===== src/rtl/tone_arb_pkg.sv =====
// Shared types and constant helpers for the tone arbiter.
// Optional feature macro: TONE_ARB_ROUND_ROBIN_EN (round-robin beep selection).
package tone_arb_pkg;

    localparam int unsigned PERIOD_WIDTH_DEF = 24;

    typedef enum logic [1:0] {
        ST_STREAM = 2'd0,
        ST_GAP    = 2'd1,
        ST_BEEP   = 2'd2
    } state_t;

    // Where the arbiter goes once the current silent gap expires.
    typedef enum logic {
        TGT_STREAM = 1'b0,
        TGT_BEEP   = 1'b1
    } target_t;

    function automatic int unsigned clog2_f(input int unsigned v);
        int unsigned r;
        longint unsigned x;
        r = 0;
        x = 1;
        while (x < longint'(v)) begin
            x = x << 1;
            r = r + 1;
        end
        return r;
    endfunction

    function automatic int unsigned max_f(input int unsigned a, input int unsigned b);
        return (a > b) ? a : b;
    endfunction

endpackage


===== src/rtl/tone_arb_picker.sv =====
// Combinational beep winner selection from the pending mask.
// TONE_ARB_ROUND_ROBIN_EN selects round-robin after last_grant; otherwise lowest index wins.
module tone_arb_picker
    import tone_arb_pkg::*;
#(
    parameter int unsigned NUM_BEEP = 4,
    parameter int unsigned ID_W     = clog2_f(NUM_BEEP)
) (
    input  logic [NUM_BEEP-1:0] pending,
`ifdef TONE_ARB_ROUND_ROBIN_EN
    input  logic [ID_W-1:0]     last_grant,
`endif
    output logic [ID_W-1:0]     winner_c,
    output logic                any_c
);

    assign any_c = |pending;

`ifdef TONE_ARB_ROUND_ROBIN_EN
    // Scan starting one past the last grant, wrapping, so the last winner is checked last.
    always_comb begin
        logic found;
        int   idx;
        winner_c = '0;
        found    = 1'b0;
        idx      = 0;
        for (int k = 1; k <= int'(NUM_BEEP); k++) begin
            idx = (int'(last_grant) + k) % int'(NUM_BEEP);
            if (!found && pending[idx]) begin
                winner_c = ID_W'(idx);
                found    = 1'b1;
            end
        end
    end
`else
    // Descending scan leaves the lowest set index as the winner.
    always_comb begin
        winner_c = '0;
        for (int i = int'(NUM_BEEP) - 1; i >= 0; i--) begin
            if (pending[i]) begin
                winner_c = ID_W'(i);
            end
        end
    end
`endif

endmodule


===== src/rtl/tone_arbiter.sv =====
// Shares one tone generator between the music stream and one-shot UI beeps, with silent gaps.
// TONE_ARB_ROUND_ROBIN_EN enables round-robin beep selection (default: lowest index first).
module tone_arbiter
    import tone_arb_pkg::*;
#(
    parameter int unsigned PERIOD_WIDTH = PERIOD_WIDTH_DEF,
    parameter int unsigned NUM_BEEP     = 4,
    parameter int unsigned BEEP_CYCLES  = 3_300_000,
    parameter int unsigned GAP_CYCLES   = 330_000
) (
    input  logic                             clk,
    input  logic                             rst_b,
    input  logic [PERIOD_WIDTH-1:0]          stream_tone,
    input  logic                             stream_valid,
    input  logic [NUM_BEEP-1:0]              beep_req,
    input  logic [NUM_BEEP*PERIOD_WIDTH-1:0] beep_period,
    output logic [PERIOD_WIDTH-1:0]          tone_out,
    output logic                             tone_enable,
    output logic [clog2_f(NUM_BEEP)-1:0]     grant_id,
    output logic                             beep_busy,
    output logic                             beep_drop
);

    localparam int unsigned ID_W  = clog2_f(NUM_BEEP);
    localparam int unsigned CNT_W = clog2_f(max_f(max_f(BEEP_CYCLES, GAP_CYCLES), 2));

    state_t                  state;
    target_t                 next_tgt;
    logic [CNT_W-1:0]        cnt;
    logic [NUM_BEEP-1:0]     pending;
    logic [NUM_BEEP-1:0]     pend_eff;
    logic [NUM_BEEP-1:0]     grant_mask;
    logic [ID_W-1:0]         winner;
    logic                    any;
    logic                    grant;
    logic [PERIOD_WIDTH-1:0] periods [NUM_BEEP];
    logic [PERIOD_WIDTH-1:0] beep_sel;

    for (genvar g = 0; g < NUM_BEEP; g++) begin : g_unpack
        assign periods[g] = beep_period[g*PERIOD_WIDTH +: PERIOD_WIDTH];
    end

    // Live period of the beep currently granted.
    assign beep_sel = periods[grant_id];

    // Same-cycle requests count as pending for both transitions and arbitration.
    assign pend_eff = pending | beep_req;

    assign grant      = (state == ST_GAP) && (cnt == '0) && ((next_tgt == TGT_BEEP) || any);
    assign grant_mask = grant ? (NUM_BEEP'(1) << winner) : '0;

`ifdef TONE_ARB_ROUND_ROBIN_EN
    logic [ID_W-1:0] last_grant;

    // Reset to the top index so the first grant favours index 0.
    always_ff @(posedge clk or negedge rst_b) begin
        if (!rst_b) begin
            last_grant <= ID_W'(NUM_BEEP - 1);
        end else if (grant) begin
            last_grant <= winner;
        end
    end
`endif

    tone_arb_picker #(
        .NUM_BEEP (NUM_BEEP),
        .ID_W     (ID_W)
    ) u_picker (
        .pending    (pend_eff),
`ifdef TONE_ARB_ROUND_ROBIN_EN
        .last_grant (last_grant),
`endif
        .winner_c   (winner),
        .any_c      (any)
    );

    // State, counter, pending mask and registered outputs.
    always_ff @(posedge clk or negedge rst_b) begin
        if (!rst_b) begin
            state       <= ST_STREAM;
            next_tgt    <= TGT_STREAM;
            cnt         <= '0;
            pending     <= '0;
            tone_out    <= '0;
            tone_enable <= 1'b0;
            grant_id    <= '0;
            beep_busy   <= 1'b0;
            beep_drop   <= 1'b0;
        end else begin
            pending     <= pend_eff & ~grant_mask;
            beep_drop   <= |(beep_req & pending);
            tone_out    <= '0;
            tone_enable <= 1'b0;
            beep_busy   <= 1'b0;

            case (state)
                ST_STREAM: begin
                    tone_out    <= stream_valid ? stream_tone : '0;
                    tone_enable <= stream_valid && (stream_tone != '0);
                    if (any) begin
                        state    <= ST_GAP;
                        cnt      <= CNT_W'(GAP_CYCLES - 1);
                        next_tgt <= TGT_BEEP;
                    end
                end

                ST_GAP: begin
                    if (cnt != '0) begin
                        cnt <= cnt - CNT_W'(1);
                        if (any) begin
                            next_tgt <= TGT_BEEP;
                        end
                    end else if (grant) begin
                        state    <= ST_BEEP;
                        cnt      <= CNT_W'(BEEP_CYCLES - 1);
                        grant_id <= winner;
                    end else begin
                        state <= ST_STREAM;
                    end
                end

                ST_BEEP: begin
                    tone_out    <= beep_sel;
                    tone_enable <= (beep_sel != '0);
                    beep_busy   <= 1'b1;
                    if (cnt != '0) begin
                        cnt <= cnt - CNT_W'(1);
                    end else begin
                        state    <= ST_GAP;
                        cnt      <= CNT_W'(GAP_CYCLES - 1);
                        next_tgt <= any ? TGT_BEEP : TGT_STREAM;
                    end
                end

                default: begin
                    state <= ST_STREAM;
                    cnt   <= '0;
                end
            endcase
        end
    end

endmodule


===== config.mk =====
export PLATFORM = sky130hd
export DESIGN_NAME = tone_arbiter
export DESIGN_NICKNAME = d
export VERILOG_FILES = /design/src/rtl/tone_arb_pkg.sv /design/src/rtl/tone_arb_picker.sv /design/src/rtl/tone_arbiter.sv
export SDC_FILE = /design/constraint.sdc
export NUM_CORES = 1
export LEC_CHECK = 0
export BUFFER_PORTS_ARGS = -buffer_cell sky130_fd_sc_hd__buf_2
export CAP_MARGIN = 20
export CORE_MARGIN = 2
export CORE_UTILIZATION = 50
export DETAILED_ROUTE_END_ITERATION = 10
export GPL_TIMING_DRIVEN = 0
export PLACE_DENSITY_LB_ADDON = 0.05
export SLEW_MARGIN = 15
export SYNTH_ARGS = -nofsm -noshare
export SYNTH_HDL_FRONTEND = slang
export SYNTH_SLANG_ARGS = --single-unit
export TNS_END_PERCENT = 1

===== constraint.sdc =====
create_clock -name clk -period 3.4 [get_ports clk]
set_input_delay 0.85 -clock clk [delete_from_list [all_inputs] [get_ports clk]]
set_output_delay 0.85 -clock clk [all_outputs]
set_load 0.02 [all_outputs]

* Word level (Yosys, flattened, before mapping)
Index checks and enable logic that the tools add are counted.
** Word-level totals
- Output and inout port bits :: 29
- Input bits :: 127
- Bits in registers :: 58
- Word-level logic and storage cells :: 68
** Cells by class
- Add/sub/neg operators :: 1
- Equality and inequality tests :: 7
- Magnitude comparators :: 1
- Bitwise operators :: 6
- Multiplexer cells :: 27
- Shifts and indexed selects :: 1
- Reduce and logical (&&, ||, !) cells :: 16
** Operator list (number)
- 22-bit two-way mux :: 4
- 24-bit two-way mux :: 3
- 22-bit case mux with 3 select lines :: 1
- 24-bit binary-select mux with 2-bit select :: 1
- 24-bit case mux with 2 select lines :: 1
- 24-bit nonzero test :: 2
- 22-bit zero test :: 1
- 22-bit nonzero test :: 1
- 22-bit by 1-bit subtractor with 22-bit output (second input constant) :: 1
- 2-bit two-way mux :: 8
- 3-bit AND reduction :: 3
- 4-bit AND :: 2
- 4-bit OR reduction :: 2
- 2-bit != test (second input constant) :: 3
- 2-bit case mux with 3 select lines :: 1
- 1-bit two-way mux :: 5
- 4-bit two-way mux :: 1
- 4-bit NOT :: 1
- 4-bit OR :: 1
- 1-bit by 2-bit << shifter with 4-bit output (first input constant) :: 1
- 3-bit greater-or-equal comparator (second input constant) :: 1
- 1-bit logical AND :: 3
- 3-bit by 2-bit != test with 1-bit output (second input constant) :: 1
- 2-bit NOT with 3-bit output :: 1
- other kinds (10) :: 10

* Depth between registers and ports, before layout
- Word-level depth :: 9
- Depth in mapped cells :: 9

* By module
A second synthesis with hierarchy kept.
** Second synthesis, totals
- Cells, all modules :: 341
- Area total of the unflattened synthesis :: 3621.0 um^2
** By module, submodules not included
- tone_arbiter :: seq. area each 1451.4 um^2, area an instance 3585.9 um^2, times used 1, cells each 334
- tone_arb_picker :: seq. area each 0.0 um^2, area an instance 35.0 um^2, times used 1, cells each 7

* Least setup slack after synthesis
No wires, ideal clock.
- Path kind :: in2reg
- Start point :: in beep_req[1]
- End point :: reg cnt[9]
- Arrival time :: 2218 ps
- Buffers on the path :: 0
- Stages on the path :: 6
- Setup slack :: 1055 ps
- Path through :: nor4_4 > nand3b_1 > o41ai_4 > nand2_2 > a311oi_1 > nand2_1
** Between the ends
- Word-level cells in the longest chain between the ends :: 6
- Elaborated cells on any way between the ends :: 7
- Those cells by class :: 2 x eq/ne; 1 x bitwise; 4 x reduce/logical
** RTL lines
- start: declaration :: line tone_arbiter.sv:15 : input logic [NUM_BEEP-1:0] beep_req,
- 4-bit OR (*) :: line tone_arbiter.sv:47 : assign pend_eff = pending | beep_req;
- 4-bit OR reduction (*) :: line tone_arb_picker.sv:17 : assign any_c = |pending;
- 1-bit logical OR :: line tone_arbiter.sv:49 : assign grant = (state == ST_GAP) && (cnt == '0) && ((next_tgt == TGT_BEEP) || any);
- 1-bit logical AND :: line tone_arbiter.sv:49
- 3-bit by 2-bit != test with 1-bit output (no source line)
- 2-bit AND reduction (no source line) (*)
- end signal: assignment :: line tone_arbiter.sv:102 : cnt <= CNT_W'(GAP_CYCLES - 1);
- end signal: assignment :: line tone_arbiter.sv:109 : cnt <= cnt - CNT_W'(1);
- end signal: assignment :: line tone_arbiter.sv:115 : cnt <= CNT_W'(BEEP_CYCLES - 1);
- end: declaration :: line tone_arbiter.sv:29 : logic [CNT_W-1:0] cnt;
Every way passes the cells marked *; elsewhere a longest branch is shown, timed or not.
A chain may end at the register's enable or synchronous reset.

* Worst setup path in the final report
- Start point :: reg grant_id[1]
- End point :: reg tone_enable
** Between the ends
- Word-level cells in the longest chain between the ends :: 6
** RTL lines
- start: declaration :: line tone_arbiter.sv:19 : output logic [clog2_f(NUM_BEEP)-1:0] grant_id,
- start signal: assignment :: line tone_arbiter.sv:116 : grant_id <= winner;
- 2-bit NOT with 3-bit output (implied by the code) :: line tone_arbiter.sv:44 : assign beep_sel = periods[grant_id];
- 24-bit binary-select mux with 2-bit select :: line tone_arbiter.sv:44
- 24-bit two-way mux (implied by the code) (2 in series) :: line tone_arbiter.sv:44
- 24-bit nonzero test :: line tone_arbiter.sv:124 : tone_enable <= (beep_sel != '0);
- 1-bit case mux with 2 select lines :: line tone_arbiter.sv:96 : case (state)
- end signal: assignment :: line tone_arbiter.sv:99 : tone_enable <= stream_valid && (stream_tone != '0);
- end signal: assignment :: line tone_arbiter.sv:124
- end: declaration :: line tone_arbiter.sv:18 : output logic tone_enable,
No other way between the ends. The select of a mux whose other input is x is not followed.

==> flow_metrics.env <==
export IMPL_outcome="complete, no violations"
export IMPL_cts_tree="done"
export IMPL_fin_crit_ps=2640
export IMPL_grt_pass1_wl_um=16400
export IMPL_multiInputGateArea_mm2=0.00201
export IMPL_synthTopCellsByCount="58 x dfrtp_1, 30 x nor2_1, 27 x nand2_1"
export IMPL_yosysTopAreaCell="dfrtp_1"
export IMPL_grt_pass1_vias=3340
export IMPL_holdBufCountCts=0
export IMPL_power_density_mw_per_mm2=346
export IMPL_whs_ps=537
export IMPL_cts_sinks=58
export IMPL_yosysWarnings=0
export IMPL_ys_types=51
export IMPL_die_w_um=88.3
export IMPL_clkTransAtPathRegs_ps=70
export IMPL_ir_worst_vdd_uv=216
export IMPL_total_power_mw=1.62
export IMPL_whs_path_depth=2
export IMPL_area_delta_synth_final_pct=31.4
export IMPL_place_inst=577
export IMPL_layout_cells_non_filler=593
export IMPL_hp_class="reg -> reg"
export IMPL_num_antenna_cells=0
export IMPL_drtAntennaViolNets=0
export IMPL_hold_violations=0
export IMPL_synth_ff_latch_count=58
export IMPL_dieArea_mm2=0.00780
export IMPL_synth_area_per_cell_um2=10.9
export IMPL_drv_slew=0
export IMPL_grt_max_degree=59
export IMPL_grt_overflow=0
export IMPL_rows=30
export IMPL_fp_dieH_um=88.3
export IMPL_cap_violations=0
export IMPL_dp_hpwl_um=8580
export IMPL_cp_start_kind="flip-flop"
export IMPL_fillerInstances=575
export IMPL_r2r_end="tone_enable"
export IMPL_reg2reg_from="grant_id[1]"
export IMPL_wl_per_cell_um=18.2
export IMPL_pre_cts_slack_ps=631
export IMPL_start_util_pct=52.0
export IMPL_holdPathEnd="cnt[9]"
export IMPL_power_leakage_nw=2.02
export IMPL_synth_area_leaders="dfrtp_1 41%, mux4_2 15%, a22o_1 5.9%, nor2_1 3.2%, nand2_1 2.9%"
export IMPL_synth_top_cell_area_share_pct=40.8
export IMPL_cp_max_fo=10
export IMPL_worstHoldStart="cnt[9]"
export IMPL_clk_insertion_delay_late_ps=330
export IMPL_numPortBuffers=155
export IMPL_cts_resized=0
export IMPL_synthMostInstantiatedCell="dfrtp_1"
export IMPL_clock_path_buffers=2
export IMPL_end_kind="flip-flop"
export IMPL_setup_slack_ps=758
export IMPL_cts_made_buffers=9
export IMPL_final_setup_viol_count=0
export IMPL_syn_area_mm2=0.00355
export IMPL_cp_startpoint="grant_id[1]"
export IMPL_rsz0062_at_grt="false"
export IMPL_vias_per_cell=5.90
export IMPL_cts_root_buf="clkbuf_8"
export IMPL_placed_area_mm2=0.00445
export IMPL_worst_pin_slew_ps=729
export IMPL_fin_crit_sh_pct=77.7
export IMPL_drc_errors=0
export IMPL_cts_setup_buffers=0
export IMPL_fin_util_pct=68.4
export IMPL_fmax_mhz=379
export IMPL_gr_usage_all_layers_pct=27.3
export IMPL_coreArea_mm2=0.00683
export IMPL_drive_gt1_share_pct=43.3
export IMPL_ioPinCount=156
export IMPL_crit_required_ps=3600
export IMPL_nets=621
export IMPL_fin_worst_skew_ps=11.8
export IMPL_tns_ps=0
export IMPL_drtIter0Drc=252
export IMPL_htree_levels=3
export IMPL_synthesis_nets=455
export IMPL_dr_pass1_iters=5
export IMPL_antenna_found_initial=0
export IMPL_synth_edf_count=0
export IMPL_register_area_mm2=0.00145
export IMPL_r2r_cells=7
export IMPL_ys_seq_area_share_pct=40.8
export IMPL_vias=3501
export IMPL_rrSetupSlack_ps=760
export IMPL_final_cell_area_mm2=0.00467
export IMPL_slew_headroom_pct=51.4
export IMPL_ys_flop_type="dfrtp_1"
export IMPL_async_reset_ff_share_pct=100
export IMPL_gp_congestion=0.887
export IMPL_synthCells=326
export IMPL_critical_path_class="reg -> reg"
export IMPL_critPathArrivalTime_ps=2850
export IMPL_routed_wirelength_um=10800
## area by class of cell
| class | instances | share of cell area (%) |
|---|---|---|
| Multi-Input combinational cell | 248 | 43.1 |
| Sequential cell | 58 | 31.1 |
| Timing Repair Buffer | 155 | 16.7 |
| Clock buffer | 11 | 3.03 |
| Tap cell | 96 | 2.57 |
| Clock inverter | 5 | 1.66 |
| Buffer | 16 | 1.58 |
| Inverter | 4 | 0.321 |
## layer usage
metal / vias to the layer above / part of all wire, % / GRT usage (%)
met5: - / 0 / 0
met4: 0 / 1.9 / 8.13
met3: 19 / 7.3 / 6.16
met2: 171 / 48 / 41.7
met1: 1696 / 43 / 39.2
li1: 1615 / - / -
## power by group
group | switching, mW | internal, mW | total [mW] | leakage [nW]
logic | 0.0873 | 0.0980 | 0.185 | 1.26
registers | 0.0141 | 0.712 | 0.726 | 0.651
clock network | 0.275 | 0.431 | 0.706 | 0.109
total | 0.376 | 1.24 | 1.62 | 2.02
## logic make-up after synthesis
group                      after synthesis  share of synthesized area [%]
and+or+nand+nor                        121                           19.4
AOI/OAI and AO/OA                       92                           19.1
DFF                                     58                           40.8
muxes                                   24                           15.2
buffers and inverters                   20                           2.50
xor gates and xnor gates                 9                           2.22
adders and majority gates                2                          0.704
## critical path, cell delays in order (launching register included)
cell	delay, ps
dfrtp_1	360
clkbuf_1	280
clkbuf_1	590
mux4_2	470
nor4_1	300
nand4_1	200
o21ai_0	250
nand2_1	80
## sequential cells by signal (all words and copies together) (netlist names)
signal	flops
grant_id	2
beep_busy	1
state	2
next_tgt	1
beep_drop	1
tone_out	24
tone_enable	1
pending	4
cnt	22
## how the worst max path moves through the flow
stage | to | slack (ps)
after floorplan | cnt[9] | 1050
after global placement | cnt[2] | 610
after detailed placement | cnt[13] | 630
after CTS | tone_enable | 800
after global routing | cnt[20] | 610
final | tone_enable | 760
## placed cells by master (no fill, tap or decap), types with 2 or more instances in the layout
master,instances
o21ai_0,12
and2_1,3
clkinv_2,2
a311oi_1,2
a22oi_1,4
or3_1,3
buf_2,159
or2_1,2
a211oi_1,8
nor3_1,8
a211o_1,2
a22o_1,24
nor4_4,4
clkbuf_1,11
xnor2_1,8
nor4_1,13
nand2b_1,3
o22a_1,3
a31o_2,2
nand3_1,8
nand4_1,5
ha_1,2
dfrtp_1,58
inv_1,3
mux4_2,24
nor4b_1,2
nor3_2,2
a21oi_1,19
nand2_1,27
o21ai_1,4
nor2_1,30
bufinv_16,2
nor2b_1,3
o31ai_1,4
clkbuf_8,10
Power figures use the tool's default switching activity.
